`config.mk`:
```
export PLATFORM = sky130hd
export DESIGN_NAME = mult_parity_seq
export DESIGN_NICKNAME = d
export VERILOG_FILES = /design/src/rtl/mult_parity_seq.sv
export SDC_FILE = /design/constraint.sdc
export NUM_CORES = 1
export LEC_CHECK = 0
export BUFFER_PORTS_ARGS = -buffer_cell sky130_fd_sc_hd__buf_4
export CORE_MARGIN = 5
export CORE_UTILIZATION = 29
export DETAILED_ROUTE_END_ITERATION = 10
export REMOVE_ABC_BUFFERS = 1
export SLEW_MARGIN = 15
export SYNTH_ARGS = -nofsm -noshare
export SYNTH_HDL_FRONTEND = slang
export SYNTH_SLANG_ARGS = --single-unit
```
`constraint.sdc`:
```
create_clock -name clk -period 5.9 [get_ports clk]
set_input_delay 0.59 -clock clk [delete_from_list [all_inputs] [get_ports clk]]
set_output_delay 0.59 -clock clk [all_outputs]
set_load 0.05 [all_outputs]
```
`src/rtl/mult_parity_seq.sv`:
```
// Sequential signed multiplier (shift-add, one multiplier bit per cycle) with
// even-parity checking on both operands and a req/ack + result_rdy handshake.
module mult_parity_seq #(
    parameter int DATA_W = 16
) (
    input  logic                clk,
    input  logic                rst_n,
    input  logic                req,
    input  logic [DATA_W-1:0]   arg_a,
    input  logic                arg_a_parity,
    input  logic [DATA_W-1:0]   arg_b,
    input  logic                arg_b_parity,
    output logic                ack,
    output logic [2*DATA_W-1:0] result,
    output logic                result_parity,
    output logic                arg_parity_error,
    output logic                result_rdy
);

    localparam int RES_W = 2 * DATA_W;
    localparam int CNT_W = $clog2(DATA_W);
    localparam logic [CNT_W-1:0] CNT_LAST = CNT_W'(DATA_W - 1);

    typedef enum logic [1:0] {IDLE, LOAD, MUL, DONE} state_t;

    state_t             state_q, state_d;
    logic               armed_q, armed_d;
    logic [DATA_W-1:0]  a_q, a_d, b_q, b_d;
    logic               a_par_q, a_par_d, b_par_q, b_par_d;
    logic [DATA_W:0]    mcand_q, mcand_d, mplier_q, mplier_d;
    logic [RES_W-1:0]   acc_q, acc_d;
    logic [CNT_W-1:0]   cnt_q, cnt_d;
    logic               sign_q, sign_d;
    logic [RES_W-1:0]   result_q, result_d;
    logic               rpar_q, rpar_d;
    logic               perr_q, perr_d;

    logic               accept, perr, last_iter;
    logic [DATA_W:0]    a_ext, b_ext, a_abs, b_abs;
    logic [RES_W-1:0]   mcand_ext, partial, acc_sum, signed_res;

    assign accept    = (state_q == IDLE) && req && armed_q;
    assign perr      = (a_par_q != ^a_q) | (b_par_q != ^b_q);
    assign last_iter = (cnt_q == CNT_LAST);

    // Magnitudes are one bit wider so that |-2^(W-1)| is representable.
    assign a_ext = {a_q[DATA_W-1], a_q};
    assign b_ext = {b_q[DATA_W-1], b_q};
    assign a_abs = a_ext[DATA_W] ? -a_ext : a_ext;
    assign b_abs = b_ext[DATA_W] ? -b_ext : b_ext;

    assign mcand_ext  = {{(RES_W-DATA_W-1){1'b0}}, mcand_q};
    assign partial    = mplier_q[0] ? (mcand_ext << cnt_q) : '0;
    assign acc_sum    = acc_q + partial;
    assign signed_res = sign_q ? -acc_sum : acc_sum;

    // State register
    always_ff @(posedge clk) begin
        if (!rst_n) state_q <= IDLE;
        else        state_q <= state_d;
    end

    // Next-state logic
    always_comb begin
        state_d = state_q;
        case (state_q)
            IDLE: if (accept)    state_d = LOAD;
            LOAD: state_d = perr ? DONE : MUL;
            MUL:  if (last_iter) state_d = DONE;
            DONE: state_d = IDLE;
            default: state_d = IDLE;
        endcase
    end

    // Handshake outputs
    always_comb begin
        ack        = (state_q == LOAD);
        result_rdy = (state_q == DONE);
    end

    // Datapath next values
    always_comb begin
        a_d      = a_q;
        b_d      = b_q;
        a_par_d  = a_par_q;
        b_par_d  = b_par_q;
        mcand_d  = mcand_q;
        mplier_d = mplier_q;
        acc_d    = acc_q;
        cnt_d    = cnt_q;
        sign_d   = sign_q;
        result_d = result_q;
        rpar_d   = rpar_q;
        perr_d   = perr_q;
        // A held req must drop for at least one edge before it can re-trigger.
        armed_d  = accept ? 1'b0 : (!req ? 1'b1 : armed_q);

        if (accept) begin
            a_d     = arg_a;
            b_d     = arg_b;
            a_par_d = arg_a_parity;
            b_par_d = arg_b_parity;
        end

        case (state_q)
            LOAD: begin
                if (perr) begin
                    result_d = '0;
                    rpar_d   = 1'b0;
                    perr_d   = 1'b1;
                end else begin
                    mcand_d  = a_abs;
                    mplier_d = b_abs;
                    acc_d    = '0;
                    cnt_d    = '0;
                    sign_d   = a_q[DATA_W-1] ^ b_q[DATA_W-1];
                end
            end
            MUL: begin
                acc_d    = acc_sum;
                mplier_d = mplier_q >> 1;
                cnt_d    = cnt_q + CNT_W'(1);
                if (last_iter) begin
                    result_d = signed_res;
                    rpar_d   = ^signed_res;
                    perr_d   = 1'b0;
                end
            end
            default: ;
        endcase
    end

    always_ff @(posedge clk) begin
        if (!rst_n) begin
            armed_q  <= 1'b1;
            a_q      <= '0;
            b_q      <= '0;
            a_par_q  <= 1'b0;
            b_par_q  <= 1'b0;
            mcand_q  <= '0;
            mplier_q <= '0;
            acc_q    <= '0;
            cnt_q    <= '0;
            sign_q   <= 1'b0;
            result_q <= '0;
            rpar_q   <= 1'b0;
            perr_q   <= 1'b0;
        end else begin
            armed_q  <= armed_d;
            a_q      <= a_d;
            b_q      <= b_d;
            a_par_q  <= a_par_d;
            b_par_q  <= b_par_d;
            mcand_q  <= mcand_d;
            mplier_q <= mplier_d;
            acc_q    <= acc_d;
            cnt_q    <= cnt_d;
            sign_q   <= sign_d;
            result_q <= result_d;
            rpar_q   <= rpar_d;
            perr_q   <= perr_d;
        end
    end

    assign result           = result_q;
    assign result_parity    = rpar_q;
    assign arg_parity_error = perr_q;

endmodule

```
# After elaboration in Yosys (flattened, before gate mapping)
# Index checks and enable logic that the tools add are counted.
# Widths: inputs -> output; s select.
[totals] reg_bits=142 wordCells=70 rom_bits=0 latchBits=0 memories=0 ram_bits=0 input_bits=37 output_inout_bits=36
[classes] n_shift=1 n_lt_le_gt_ge=0 n_eq_ne=11 div_mod_pow=0 n_addsub=5 mul=0 reduce_logical=11 n_mux=25 bitwise_logic=3
[op_table] operator="$mux 32" count=5
[op_table] operator="$pmux 32 s2" count=2
[op_table] operator="$mux 17" count=3
[op_table] operator="$neg 17->17" count=2
[op_table] operator="$pmux 17 s2" count=1
[op_table] operator="$add 32x32->32" count=1
[op_table] operator="$neg 32->32" count=1
[op_table] operator="$reduce_xor 16->1" count=2
[op_table] operator="$reduce_xor 32->1" count=1
[op_table] operator="$shl 17x4->32" count=1
[op_table] operator="$pmux 2 s4" count=1
[op_table] operator="$pmux 4 s2" count=1
[op_table] operator="$mux 1" count=7
[op_table] operator="$ne 2x2->1 const B" count=3
[op_table] operator="$reduce_and 2->1" count=3
[op_table] operator="$add 4x1->4 const B" count=1
[op_table] operator="$eq 2x2->1 const B" count=2
[op_table] operator="$eq 4x4->1 const B" count=1
[op_table] operator="$mux 2" count=2
[op_table] operator="$mux 4" count=1
[op_table] operator="$ne 2x1->1 const B" count=2
[op_table] operator="$pmux 1 s2" count=2
[op_table] operator="$reduce_and 3->1" count=1
[op_table] operator="$eq 2x1->1 const B" count=1
[op_table] operator="other kinds (7)" count=9

# Logic depth before layout (Yosys ltp)
[depth] word_depth=8 mapped_depth=26 mapped_depth_nobuf=22

# Least setup slack after synthesis
# No wires, ideal clock.
[synth_timing] path_kind="register to register" start="register cnt_q[1]" end="register rpar_q (netlist: result_parity)" slack_ps=144 stages_incl_launch_ff=24 path_buffers=4 synth_period_minus_slack_ps=5756 arrival_time_ps=5638 t_required_ps=5782 setup_ps=118 cell_sequence="dfxtp_1 > clkbuf_1 > buf_1 > mux2_2 > o21ai_0 > nor2_1 > o311a_1 > ha_1 > buf_6 > and3_4 > buf_6 > and2_4 > nand4_1 > o211ai_1 > or4b_1 > o211a_2 > or4_4 > o41ai_1 > xor2_1 > xor2_1 > xnor3_1 > xnor3_1 > a22oi_1 > nor2b_1"
[synth_between] elab_chain_len=8 word_cells_on_any_way=11 cone_classes="2 x add/sub; 2 x eq/ne; 1 x shift; 4 x mux; 2 x reduce/logical"
[synth_rtl] item="start: declaration" line="32" rtl="logic [CNT_W-1:0] cnt_q, cnt_d;"
[synth_rtl] item="start signal: assignment" line="157" rtl="cnt_q <= cnt_d;"
[synth_rtl] item="$shl 17x4->32" line="53" rtl="assign partial = mplier_q[0] ? (mcand_ext << cnt_q) : '0;"
[synth_rtl] item="$mux 32" line="53"
[synth_rtl] item="$add 32x32->32" line="54" rtl="assign acc_sum = acc_q + partial;"
[synth_rtl] item="$neg 32->32" line="55" rtl="assign signed_res = sign_q ? -acc_sum : acc_sum;"
[synth_rtl] item="$mux 32" line="55"
[synth_rtl] item="$reduce_xor 32->1" line="125" rtl="rpar_d = ^signed_res;"
[synth_rtl] item="$mux 1" line="123" rtl="if (last_iter) begin"
[synth_rtl] item="$pmux 1 s2" line="105" rtl="case (state_q)"
[synth_rtl] item="end signal: assignment" line="160" rtl="rpar_q <= rpar_d;"
[synth_rtl] item="end: declaration" line="35" rtl="logic rpar_q, rpar_d;"
# Several ways; a longest one is shown, not always the timed one. The select of a mux whose other input is x is not followed.
# A chain may end at the register's enable or synchronous reset.

# Worst setup path after layout
# Ends and elaborated chain as after synthesis.

==> results.tsv <==
metric	value	unit
count of nets after finishing	1553	
cell type with the highest occurrence count on the critical path	sky130_fd_sc_hd__o21ai_0	
reg-to-reg critical path endpoint	result_parity	
hold endpoint	armed_q	
count of non-filler cells in the finished layout	1936	
TritonRoute pass-1 iters	7	
critical path required time	6.23	ns
worst setup path class	reg -> reg	
Vert. Die Dim	200	um
path class of the lowest-slack min-delay path	in -> reg	
antenna cells	0	
total number of vias	9842	
synth cell count leaders	193 x sky130_fd_sc_hd__nand2_1, 165 x sky130_fd_sc_hd__nor2_1, 142 x sky130_fd_sc_hd__dfxtp_1	
largest net degree at the start of global routing	73	
Sum Neg Setup Slack	0	ns
die width	200	um
most common cell in the netlist	sky130_fd_sc_hd__nand2_1	
global placement routability congestion	0.876	
Clock Pin Slew Worst Setup and Hold Paths	0.06	ns
layout overhead on the synthesized area	18.2	%
row count	69	
endpoints failing hold	0	
placed wire-length estimate after detailed placement	23100	um
distinct cell type count of the synthesized netlist	94	
#FFs+latches synth	142	
fraction of final layout cells with drive strength greater than 1	15.5	%
slowest CP cell	sky130_fd_sc_hd__ha_1	
library cell with the largest summed area after synthesis	sky130_fd_sc_hd__dfxtp_1	
top cell type's share of synthesized area	27.0	%
remaining global-route overflow	0	
final worst-path cycle share	94.3	%
Peak VDD IR	228	uV
IO Count	73	
post-synth design cell area	10500	sq um
launching point of the worst reg2reg path	cnt_q[1]	
startpoint of the lowest-slack hold path	req	
Synth Flop Type	sky130_fd_sc_hd__dfxtp_1	
final setup violating endpoints	0	
number of buffers added by the clock tree synthesis step	17	
power per cell area	314	nW/um^2
number of max-cap violations	0	
Clock Latency Late Sink	0.44	ns
sort of element at the start of the critical path	flop	
Leakage Power	5.07	nW
antenna viol nets, final	0	
CP Capture Type	flop	
pin slew with the least headroom to its limit	1.12	ns
max-slew violation count	0	
DR WL/cell	15.8	um
vias in the first global route	9387	
number of flops mapped to enable cells by yosys	0	
worst slew margin relative to its limit	25.3	%
Async SR Flop Fraction	0	%
final design instance area without fill	12400	sq um
overall power consumption	3.91	mW
Post-DP Area	11700	sq um
total length of routed wires	30500	um
GRT Resource Usage Total	15.0	%
Util after Layout	34.9	%
CP Max Fanout	17	
per-cell via count in the routed design	5.08	
I/O Buffers	72	
initial antenna violation count	0	
result of the run	finished clean	
number of clock sinks	142	
R2R setup slack	0.34	ns
synthesized netlist cell count	1398	
Cell Chain, Critical Path	buf_6 > mux2_2 > o21ai_0 > nor2_1 > o311a_1 > ha_1 > a21oi_1 > o21ai_0 > a21o_1 > nand2b_1 > o211ai_1 > nand3_1 > or3_1 > or2_4 > o31ai_4 > xor2_1 > xnor3_2 > xnor3_1 > a22oi_1 > nor2b_1	
yosys warns	0	
final clock skew	0.00943	ns
Avg Cell Area, Syn	7.52	sq um
wire length of the first global-routing pass	50000	um
Final Critical Period	5.56	ns
initial detailed-routing violation count	530	
CTS Hold Bufs	0	
area of the core	35700	sq um
CTS HTree Levels	4	
die area	40200	sq um
worst r2r path cells	20	
drc violations	0	
fraction of the yosys area taken by sequential cells	27.0	%
clock root buffer master	sky130_fd_sc_hd__clkbuf_16	
delay of the slowest cell on the worst path	0.42	ns
cell count after placement	1902	
depth of the worst hold-timing path	2	
worst endpoint data arrival time	5.89	ns
most area-consuming cells after synthesis	sky130_fd_sc_hd__dfxtp_1 27%, sky130_fd_sc_hd__nand2_1 6.9%, sky130_fd_sc_hd__xnor2_1 6.7%, sky130_fd_sc_hd__a21oi_1 6.3%, sky130_fd_sc_hd__ha_1 6.3%	
maximum root-to-sink buffer count	2	
peak clock frequency supported by timing	0.180	GHz
clock tree from TritonCTS	done	
initial core utilization	29.5	%
## report_power, final
group	switching, mW	internal (mW)	total [mW]
Sequential	0.0876	1.05	1.14
Combinational	1.06	0.519	1.57
Clock	0.459	0.736	1.20
## metrics by stage
| step | setup slack, ns | hold WS [ns] |
|---|---|---|
| after floorplan | 0.201 | 0.436 |
| after global placement | 0.0933 | 0.443 |
| after detailed placement | 0.0620 | 0.447 |
| after CTS | 0.0356 | 0.365 |
| after global routing | -0.0226 | 0.385 |
| final | 0.337 | 0.380 |
## routing by layer
metal  global-route usage [%]  wire (um)  up-vias  share of wire, %
met1                     20.9      15100     4598                50
met5                        0          0        -                 0
met2                     24.2      13700      213                45
li1                         -          -     5006                 -
met4                     3.52        395        0               1.3
met3                     2.46       1300       25               4.3
## cell usage in the layout, fill, tap and decap left out, types with 25 or more instances in the layout
cell and count:
sky130_fd_sc_hd__a21oi_1 130, sky130_fd_sc_hd__a22oi_1 50, sky130_fd_sc_hd__and2_1 33, sky130_fd_sc_hd__buf_4 133, sky130_fd_sc_hd__dfxtp_1 140, sky130_fd_sc_hd__ha_1 49, sky130_fd_sc_hd__inv_1 49, sky130_fd_sc_hd__nand2_1 193
sky130_fd_sc_hd__nand3_1 35, sky130_fd_sc_hd__nor2_1 164, sky130_fd_sc_hd__nor2b_1 25, sky130_fd_sc_hd__o21ai_0 58, sky130_fd_sc_hd__xnor2_1 80, sky130_fd_sc_hd__xor2_1 27
## worst max path at each step
stage	depth (start not counted)	slack (ns)	end	startpoint
after global routing	20	-0.02	result_parity	cnt_q[1]
after detailed placement	18	0.06	result_parity	cnt_q[0]
final	20	0.34	result_parity	cnt_q[1]
after floorplan	22	0.20	result_parity	cnt_q[1]
after CTS	18	0.04	result_parity	cnt_q[0]
after global placement	18	0.09	result_parity	cnt_q[0]
## state kept, by name, summed over array words and instances (netlist names), 2 cells and up
name,cells
a_q,16
acc_q,32
b_q,16
cnt_q,4
mcand_q,17
mplier_q,17
result,32
state_q,2
## critical path: cells and delay by family (launching register included)
kind | cells | cell delay, ns
compound gates | 8 | 1.84
xor+xnor | 3 | 1.04
fa+ha+maj | 1 | 0.42
buf+inv | 1 | 0.20
flops | 1 | 0.41
mux | 1 | 0.38
simple gates | 6 | 1.17
## kinds of logic after synthesis
kind of cell	after synthesis	synth area share, %
AO/OA/AOI/OAI	362	22.6
XOR/XNOR	114	10.3
adder cells (fa/ha/maj)	54	6.49
buffers and inverters	140	5.58
flip-flops	142	27.0
multiplexers	30	3.27
AND/OR/NAND/NOR	556	24.8
## area by class of cell
cell class	instances	area, sq um
inverter	50	189
timing repair buffer	135	1030
clock buffer	21	460
multi-input combinational	1116	7160
clock inverter	11	179
sequential	142	2850
fill	3825	23200
tap	461	577
## repair_timing
item,4_1_cts,5_1_grt
endpoints found under the setup margin,0,1
gates resized for setup,0,17
buffers inserted,0,2
hold endpoints to repair,0,0
(Power assumes the default switching activity.)
